===== config.mk =====
export PLATFORM = sky130hd
export DESIGN_NAME = al_bcd_time_counter
export DESIGN_NICKNAME = d
export VERILOG_FILES = /design/src/rtl/al_clk_pkg.sv /design/src/rtl/al_bcd_digit_pair.sv /design/src/rtl/al_bcd_time_counter.sv
export SDC_FILE = /design/constraint.sdc
export NUM_CORES = 1
export LEC_CHECK = 0
export BUFFER_PORTS_ARGS = -buffer_cell sky130_fd_sc_hd__buf_2
export CORE_ASPECT_RATIO = 1.25
export CORE_MARGIN = 5
export CORE_UTILIZATION = 35
export DETAILED_ROUTE_END_ITERATION = 10
export PLACE_DENSITY = 0.66
export SLEW_MARGIN = 10
export SYNTH_ARGS = -nofsm -noshare
export SYNTH_HDL_FRONTEND = slang
export SYNTH_SLANG_ARGS = --single-unit
export TNS_END_PERCENT = 50

===== constraint.sdc =====
create_clock -name clk -period 12.6 [get_ports clk]
set_input_delay 1.89 -clock clk [delete_from_list [all_inputs] [get_ports clk]]
set_output_delay 1.89 -clock clk [all_outputs]
set_load 0.02 [all_outputs]

===== src/rtl/al_clk_pkg.sv =====
// Shared digit limits, BCD field types and hour-format helpers for the
// BCD time-of-day counter.
package al_clk_pkg;

    localparam int DIGIT_W = 4;

    typedef logic [DIGIT_W-1:0]   digit_t;
    typedef logic [2*DIGIT_W-1:0] bcd_pair_t;

    localparam digit_t DIGIT_MAX        = 4'd9;
    localparam digit_t MIN_SEC_TENS_MAX = 4'd5;
    localparam digit_t HOUR_TENS_MAX    = 4'd2;
    localparam digit_t HOUR_ONES_MAX    = 4'd3;

    function automatic logic bcd_pair_ok(input bcd_pair_t p, input digit_t tens_max);
        return (p[3:0] <= DIGIT_MAX) && (p[7:4] <= tens_max);
    endfunction

    // The ones digit is limited to 3 only when the tens digit is 2.
    function automatic logic hour_field_ok(input bcd_pair_t p);
        return (p[3:0] <= DIGIT_MAX) && (p[7:4] <= HOUR_TENS_MAX) &&
               !((p[7:4] == HOUR_TENS_MAX) && (p[3:0] > HOUR_ONES_MAX));
    endfunction

    function automatic bcd_pair_t hour_to_12h(input bcd_pair_t h);
        logic [4:0] dec;
        dec = 5'(h[7:4]) * 5'd10 + 5'(h[3:0]);
        if (dec == 5'd0) begin
            return 8'h12;
        end
        if (dec > 5'd12) begin
            dec = dec - 5'd12;
        end
        if (dec >= 5'd10) begin
            return {4'd1, 4'(dec - 5'd10)};
        end
        return {4'd0, dec[3:0]};
    endfunction

endpackage


===== src/rtl/al_bcd_digit_pair.sv =====
// Two-digit BCD counter that wraps to 00 after {WRAP_TENS,WRAP_ONES};
// exposes its next value so the owner can register outputs in the same edge.
module al_bcd_digit_pair
    import al_clk_pkg::*;
#(
    parameter digit_t WRAP_TENS = MIN_SEC_TENS_MAX,
    parameter digit_t WRAP_ONES = DIGIT_MAX
) (
    input  logic      clk,
    input  logic      reset,
    input  logic      load,
    input  bcd_pair_t load_value,
    input  logic      carry_in,
    output bcd_pair_t next_value,
    output logic      carry_out
);

    bcd_pair_t value;
    logic      at_wrap;

    assign at_wrap   = (value == {WRAP_TENS, WRAP_ONES});
    assign carry_out = carry_in & at_wrap;

    always_comb begin
        next_value = value;
        if (load) begin
            next_value = load_value;
        end else if (carry_in) begin
            if (at_wrap) begin
                next_value = '0;
            end else if (value[3:0] == DIGIT_MAX) begin
                next_value = {value[7:4] + 4'd1, 4'd0};
            end else begin
                next_value = {value[7:4], value[3:0] + 4'd1};
            end
        end
    end

    always_ff @(posedge clk) begin
        if (reset) begin
            value <= '0;
        end else begin
            value <= next_value;
        end
    end

endmodule


===== src/rtl/al_bcd_time_counter.sv =====
// BCD time-of-day counter (hh:mm[:ss]) with validated loads, manual set
// strobes and a registered 12/24 h display.
module al_bcd_time_counter
    import al_clk_pkg::*;
#(
    parameter  int HAS_SECONDS = 1,
    localparam int TIME_W      = (HAS_SECONDS != 0) ? 24 : 16
) (
    input  logic              clk,
    input  logic              reset,
    input  logic              one_tick,
    input  logic              mode_12h,
    input  logic [TIME_W-1:0] time_in,
    input  logic              load_new_time,
    input  logic              inc_hour,
    input  logic              inc_min,
    output logic [TIME_W-1:0] current_time_out,
    output logic              pm_out,
    output logic              day_rollover,
    output logic              load_error
);

    bcd_pair_t         hour_in, min_in, hour_next, min_next, hour_disp;
    logic              hour_carry, min_carry, sec_carry;
    logic              sec_ok, load_ok, load_apply, manual, tick_go;
    logic              min_step, hour_step;
    logic [TIME_W-1:0] out_next;

    assign hour_in = time_in[TIME_W-1 -: 8];
    assign min_in  = time_in[TIME_W-9 -: 8];

    assign load_ok    = hour_field_ok(hour_in) & bcd_pair_ok(min_in, MIN_SEC_TENS_MAX) & sec_ok;
    assign load_apply = load_new_time & load_ok;

    // A load (accepted or not) swallows the increments and the tick of its cycle.
    assign manual  = ~load_new_time & (inc_hour | inc_min);
    assign tick_go = ~load_new_time & ~(inc_hour | inc_min) & one_tick;

    assign min_step  = manual ? inc_min  : ((HAS_SECONDS != 0) ? sec_carry : tick_go);
    assign hour_step = manual ? inc_hour : min_carry;

    generate
        if (HAS_SECONDS != 0) begin : g_sec
            bcd_pair_t sec_next;

            assign sec_ok = bcd_pair_ok(time_in[7:0], MIN_SEC_TENS_MAX);

            al_bcd_digit_pair #(
                .WRAP_TENS(MIN_SEC_TENS_MAX),
                .WRAP_ONES(DIGIT_MAX)
            ) u_sec (
                .clk       (clk),
                .reset     (reset),
                .load      (load_apply),
                .load_value(time_in[7:0]),
                .carry_in  (tick_go),
                .next_value(sec_next),
                .carry_out (sec_carry)
            );

            assign out_next = {hour_disp, min_next, sec_next};
        end else begin : g_no_sec
            assign sec_ok    = 1'b1;
            assign sec_carry = 1'b0;
            assign out_next  = {hour_disp, min_next};
        end
    endgenerate

    al_bcd_digit_pair #(
        .WRAP_TENS(MIN_SEC_TENS_MAX),
        .WRAP_ONES(DIGIT_MAX)
    ) u_min (
        .clk       (clk),
        .reset     (reset),
        .load      (load_apply),
        .load_value(min_in),
        .carry_in  (min_step),
        .next_value(min_next),
        .carry_out (min_carry)
    );

    al_bcd_digit_pair #(
        .WRAP_TENS(HOUR_TENS_MAX),
        .WRAP_ONES(HOUR_ONES_MAX)
    ) u_hour (
        .clk       (clk),
        .reset     (reset),
        .load      (load_apply),
        .load_value(hour_in),
        .carry_in  (hour_step),
        .next_value(hour_next),
        .carry_out (hour_carry)
    );

    assign hour_disp = mode_12h ? hour_to_12h(hour_next) : hour_next;

    // Outputs are registered from the next-state time so they move on the same edge.
    always_ff @(posedge clk) begin
        if (reset) begin
            current_time_out <= '0;
            if (mode_12h) begin
                current_time_out[TIME_W-1 -: 8] <= 8'h12;
            end
            pm_out       <= 1'b0;
            day_rollover <= 1'b0;
            load_error   <= 1'b0;
        end else begin
            current_time_out <= out_next;
            pm_out           <= (hour_next >= 8'h12);
            day_rollover     <= tick_go & hour_carry;
            load_error       <= load_new_time & ~load_ok;
        end
    end

endmodule


Word-level counts from Yosys, hierarchy flattened
Cells that the tools add are included.
{ "classes": {"add_sub_neg": 9, "multipliers": 1, "div": 0, "magnitude_cmp": 10, "n_eq_ne": 7, "shift": 0, "n_mux": 26, "bitwise": 15, "n_reduce_logical": 7} }
{ "op_table": {"columns": ["op", "n"], "rows": [
  ["8-bit 2-to-1 mux", 17],
  ["4-bit by 1-bit adder with 4-bit output (second input constant)", 6],
  ["24-bit 2-to-1 mux", 1],
  ["8-bit by 7-bit equality test with 1-bit output (second input constant)", 2],
  ["5-bit 2-to-1 mux", 3],
  ["4-bit equality test (second input constant)", 3],
  ["4-bit <= comparator (second input constant)", 3],
  ["1-bit AND", 11],
  ["8-bit by 6-bit equality test with 1-bit output (second input constant)", 1],
  ["8-bit by 5-bit >= comparator with 1-bit output (second input constant)", 1],
  ["4-bit by 3-bit <= comparator with 1-bit output (second input constant)", 2],
  ["5-bit by 4-bit adder with 5-bit output", 1],
  ["5-bit by 4-bit >= comparator with 1-bit output (second input constant)", 1],
  ["5-bit by 4-bit > comparator with 1-bit output (second input constant)", 1],
  ["1-bit logical AND", 5],
  ["5-bit zero test", 1],
  ["1-bit 2-to-1 mux", 5],
  ["5-bit by 4-bit subtractor with 5-bit output (second input constant)", 1],
  ["4-bit by 2-bit equality test with 1-bit output (second input constant)", 1],
  ["4-bit by 2-bit > comparator with 1-bit output (second input constant)", 1],
  ["4-bit by 2-bit <= comparator with 1-bit output (second input constant)", 1],
  ["4-bit by 3-bit multiplier with 4-bit output (second input constant)", 1],
  ["4-bit subtractor (second input constant)", 1],
  ["1-bit NOT", 3],
  ["2 further kinds", 2]
]} }
{ "word_totals": {"regBits": 51, "latch_bits": 0, "ram_bits": 0, "romBits": 0, "out_inout_bits": 27, "n_memories": 0} }

Depth between registers and ports, before layout
{ "logic_depth": {"ltp_word": 22, "mapped_depth": 26, "mapped_depth_nobuf": 26} }

Hierarchy
Synthesis repeated with hierarchy kept, for this count alone.
{ "hier_totals": {"cells_unflattened": 358, "hier_area_um2": 3113.0} }
{ "modules_own_cells": {"columns": ["module", "instances", "cells_per_inst", "area_each_um2"], "rows": [
  ["al_bcd_time_counter", 1, 130, 1277.5],
  ["al_bcd_digit_pair at g_sec.u_sec ...", 2, 78, 605.6],
  ["al_bcd_digit_pair at u_hour", 1, 72, 624.3]
]} }

Worst setup path after synthesis
Ideal clock, no wire load.
{ "synth_timing": {"path_kind": "input port to flip-flop", "startpoint": "input port inc_min", "endpoint": "register current_time_out[17]", "setup_ps": 78, "t_arrival_ps": 6547, "required_ps": 12522, "path_slack_ps": 5975, "path_stages": 25, "path_cell_list": "or4b_1 buf_6 nor3_4 a21oi_1 o21ai_0 o31ai_1 nand2_1 inv_1 ha_1 ha_1 or2_2 o31ai_1 a21oi_1 and3_4 o21ai_0 and4_1 or2_2 inv_1 ha_1 o31ai_1 o31ai_1 or3_1 or2_4 o2111a_1 nor3_1"} }
{ "synth_between": {"elab_chain_cells": 22, "elab_cells_between_ends": 28, "cone_classes": "add/sub: 3; mul: 1; order compare: 2; mux: 14; bitwise: 7; reduce/logical: 1"} }
{ "synth_rtl": {"columns": ["element", "line", "source"], "rows": [
  ["from (decl)", "al_bcd_time_counter.sv:16", "input logic inc_min,"],
  ["1-bit OR", "al_bcd_time_counter.sv:36, al_bcd_time_counter.sv:37", null],
  ["1-bit NOT", "al_bcd_time_counter.sv:37", "assign tick_go = ~load_new_time & ~(inc_hour | inc_min) & one_tick;"],
  ["1-bit AND (2 in series)", "al_bcd_time_counter.sv:37", null],
  ["1-bit AND", "al_bcd_digit_pair.sv:22", "assign carry_out = carry_in & at_wrap;"],
  ["1-bit 2-to-1 mux", "al_bcd_time_counter.sv:39", "assign min_step = manual ? inc_min : ((HAS_SECONDS != 0) ? sec_carry : tick_go);"],
  ["1-bit AND", "al_bcd_digit_pair.sv:22", null],
  ["1-bit 2-to-1 mux *", "al_bcd_time_counter.sv:40", "assign hour_step = manual ? inc_hour : min_carry;"],
  ["8-bit 2-to-1 mux *", "al_bcd_digit_pair.sv:28", "end else if (carry_in) begin"],
  ["[... 1 more ...]", null, null],
  ["via hour_next[6]", "al_bcd_time_counter.sv:23", "bcd_pair_t hour_in, min_in, hour_next, min_next, hour_disp;"],
  ["[... 3 more ...]", null, null],
  ["5-bit 2-to-1 mux (2 in series)", "al_clk_pkg.sv:31", "if (dec > 5'd12) begin"],
  ["5-bit by 4-bit >= comparator with 1-bit output", "al_clk_pkg.sv:34", "if (dec >= 5'd10) begin"],
  ["1-bit 2-to-1 mux", "al_clk_pkg.sv:34", null],
  ["1-bit 2-to-1 mux", "al_clk_pkg.sv:31", null],
  ["8-bit 2-to-1 mux", "al_clk_pkg.sv:37", "return {4'd0, dec[3:0]};"],
  ["8-bit 2-to-1 mux *", "al_clk_pkg.sv:31", null],
  ["8-bit 2-to-1 mux *", "al_bcd_time_counter.sv:95", "assign hour_disp = mode_12h ? hour_to_12h(hour_next) : hour_next;"],
  ["24-bit 2-to-1 mux *", "al_bcd_time_counter.sv:99", "if (reset) begin"],
  ["to (signal assigned)", "al_bcd_time_counter.sv:108", "current_time_out <= out_next;"],
  ["to (decl)", "al_bcd_time_counter.sv:17", "output logic [TIME_W-1:0] current_time_out,"]
]} }
Mark *: on every way through the listed nets, which the timed path passes. The rest lies on a longest branch. The select of a mux whose other input is x is not followed.
A chain may end at the register's enable or synchronous reset.

Final worst setup path
Same ends and word-level chain as after synthesis.

==> metrics.txt <==
outcome completed; Tightest Pin Transition 674 ps; ports placed on the boundary 58; Via Count 2685; routing usage on met1 0.201; most used flip-flop cell after synthesis sky130_fd_sc_hd__dfxtp_1; number of buffers inserted to repair setup after CTS 0; setup clock skew after layout 11.1 ps; routed wire length 7500 µm; number of global-route vias before repair 2701; worst slew margin relative to its limit 0.550; number of port buffers 57; share of layout cells above drive strength 1 0.249; required time at the worst-slack endpoint 12810 ps; clock tree buffer depth 2; number of antenna violations at the first check in global routing 0; starting utilization of the core area 0.360; accumulated negative setup slack 0 ps; number of maximum-capacitance violations 0; slowest cell on the critical path sky130_fd_sc_hd__or4b_1; cell area after technology mapping 0.00265 mm²; worst min-delay path class reg -> reg; post-synthesis area per instance 8.12 µm²; Post-layout nets 431; clock tree from TritonCTS done; Yosys warning total 0; # hold bufs at CTS 0; minimum setup slack after placement 5350 ps; global routing's busiest layer met2; Crit Path Class in -> reg; total routing usage reported by global routing 0.165; final standard cell area without fillers 0.00311 mm²; number of unique standard cell types used by synthesis 76; maximum level of the CTS H-tree 2; fill cell instance count of the final layout 768; instance count of the mapped netlist 326; total of endpoints with negative setup slack in the final report 0; die footprint 0.00941 mm²; post-cts resize count 0; latest clock arrival within the worst-skew pair 290 ps; met3 track utilization from global routing 0.0254; largest fanout on the critical path 8; most repeated library cell on the critical path sky130_fd_sc_hd__o31ai_1; final worst setup slack 5600 ps; GR Util met2 0.287; VDD IR-drop max 0.0548 mV; Sinks on Clock Net 35; Hold Crit Depth 2; commonest cells after routing, fill and taps aside 57 x sky130_fd_sc_hd__buf_2, 38 x sky130_fd_sc_hd__nor2_1, 35 x sky130_fd_sc_hd__dfxtp_1, 23 x sky130_fd_sc_hd__o21ai_0, 23 x sky130_fd_sc_hd__nand2_1; most common cell after layout, fill and taps aside sky130_fd_sc_hd__buf_2; Pwr Total 0.274 mW; HPWL after detailed placement 5890 µm; number of enable-type register cells in the synthesized netlist 0; cell area after placement 0.00300 mm²; fraction of the yosys area taken by sequential cells 0.265; master cell of the clock root buffer sky130_fd_sc_hd__clkbuf_8; Routed Antenna Nets 0; standby leakage power 1.32 nW; count of endpoints failing hold in the final timing report 0; achievable frequency 143 MHz; #FFs+latches synth 35; routability-driven placement congestion ratio 0.896; P&R area growth vs syn 17.5%; CTS clock-pin slew for the worst setup and hold paths 70 ps; path depth of the worst reg2reg path 24; total congestion overflow 0; area of the core 0.00736 mm²; Critical Path AT 7210 ps; setup repair after global routing missed its margin no; longest individual stage delay on the worst path 730 ps; DRC viols 0; number of detailed-route iterations in the first pass 4; die height 107 µm; final worst path period need 7000 ps; global-route wire length before repair 12600 µm; power density over cell area 88.2 mW/mm²; FP Rows 35; launching element type of the critical path input pin; number of vias per cell after detailed routing 5.66; ANT cells 0; Die X 87.8 µm; final max-slew violation count 0; routed len/inst 15.8 µm; post-route clock period utilization 0.555; maximum number of pins on one net before global-route repair 35; synthesized net count 376; Critical Path End Type register; violation count after the first detailed-route iteration 102; Synth async-reset ratio 0; total CTS buffers 5
[cell families (layout without fill, tap and decap cells)]
kind of cell,count (synthesis),after routing,synth area share
and+or+nand+nor,141,141,0.306
AOI/OAI and AO/OA,101,101,0.276
DFF,35,35,0.265
buffers and inverters,25,81,0.0430
adders and majority gates,19,19,0.0898
xor gates and xnor gates,3,3,0.0128
muxes,2,2,0.00757
[synth_stat cells (2+ instances only)]
| cell type | number | area share |
|---|---|---|
| sky130_fd_sc_hd__nor4b_1 | 2 | 0.0066 |
| sky130_fd_sc_hd__mux2i_1 | 2 | 0.0076 |
| sky130_fd_sc_hd__dfxtp_1 | 35 | 0.26 |
| sky130_fd_sc_hd__nor3b_1 | 5 | 0.014 |
| sky130_fd_sc_hd__and2_1 | 4 | 0.0095 |
| sky130_fd_sc_hd__a211oi_1 | 5 | 0.014 |
| sky130_fd_sc_hd__nand4_1 | 3 | 0.0071 |
| sky130_fd_sc_hd__a311oi_1 | 2 | 0.0066 |
| sky130_fd_sc_hd__a221oi_1 | 6 | 0.020 |
| sky130_fd_sc_hd__nand3b_1 | 6 | 0.017 |
| sky130_fd_sc_hd__a21oi_1 | 21 | 0.040 |
| sky130_fd_sc_hd__ha_1 | 19 | 0.090 |
| sky130_fd_sc_hd__nand3_1 | 9 | 0.017 |
| sky130_fd_sc_hd__o311ai_0 | 3 | 0.0099 |
| sky130_fd_sc_hd__nor4_1 | 2 | 0.0047 |
| sky130_fd_sc_hd__and3b_2 | 4 | 0.015 |
| sky130_fd_sc_hd__or3_1 | 2 | 0.0047 |
| sky130_fd_sc_hd__nor2_1 | 38 | 0.054 |
| sky130_fd_sc_hd__o21bai_1 | 3 | 0.0085 |
| sky130_fd_sc_hd__o31ai_1 | 7 | 0.020 |
| sky130_fd_sc_hd__nand2_1 | 23 | 0.033 |
| sky130_fd_sc_hd__clkbuf_1 | 7 | 0.0099 |
| sky130_fd_sc_hd__nor2b_1 | 6 | 0.014 |
| sky130_fd_sc_hd__o211ai_1 | 2 | 0.0057 |
| sky130_fd_sc_hd__a31oi_1 | 6 | 0.014 |
| sky130_fd_sc_hd__or2_2 | 5 | 0.012 |
| sky130_fd_sc_hd__o21ai_0 | 23 | 0.043 |
| sky130_fd_sc_hd__nor3_1 | 14 | 0.026 |
| sky130_fd_sc_hd__a22oi_1 | 2 | 0.0057 |
| sky130_fd_sc_hd__inv_1 | 14 | 0.020 |
[routing by layer]
| metal | share of wire | wire length, µm | up-vias |
|---|---|---|---|
| met5 | 0 | 0 | - |
| met3 | 0.060 | 453 | 16 |
| met1 | 0.42 | 3120 | 1240 |
| met2 | 0.50 | 3720 | 88 |
| li1 | - | - | 1341 |
| met4 | 0.027 | 206 | 0 |
[worst max-delay path, delay by kind of cell]
kind            cells  cell delay, ps
fa+ha+maj           3             840
simple gates       10            2930
compound gates      9            1330
buf+inv             3             230
[final cells by class]
class                           instances  area, µm²  share of cell area
Clock buffer                            5       68.8              0.0221
Clock inverter                          3       43.8              0.0141
Inverter                               15       56.3              0.0181
Multi-Input combinational cell        266       1830               0.589
Sequential cell                        35        701               0.225
Tap cell                               92        115              0.0370
Timing Repair Buffer                   58        293              0.0942
[stage by stage]
stage	utilization	std cells	hold slack, ps
2_1_floorplan	-	326	572
3_3_place_gp	0.407	466	493
3_5_place_dp	0.407	466	503
4_1_cts	0.423	474	508
5_1_grt	0.423	474	540
6_report	0.423	474	510
[where the power goes]
group / switching, mW / leakage, nW / internal, mW
combinational: 0.0321 / 0.976 / 0.0233
clock: 0.0434 / 0.0581 / 0.0589
sequential: 0.00282 / 0.284 / 0.114
[final timing paths]
path,start,end,slack (ps)
worst min-delay path,register,register,510
worst max register to register,u_hour.value[5]$_SDFF_PP0_,current_time_out[17]$_DFF_P_,7070
worst max-delay path,inc_min,current_time_out[17]$_DFF_P_,5600
worst min register to register,register,register,510
(Power assumes the default switching activity.)
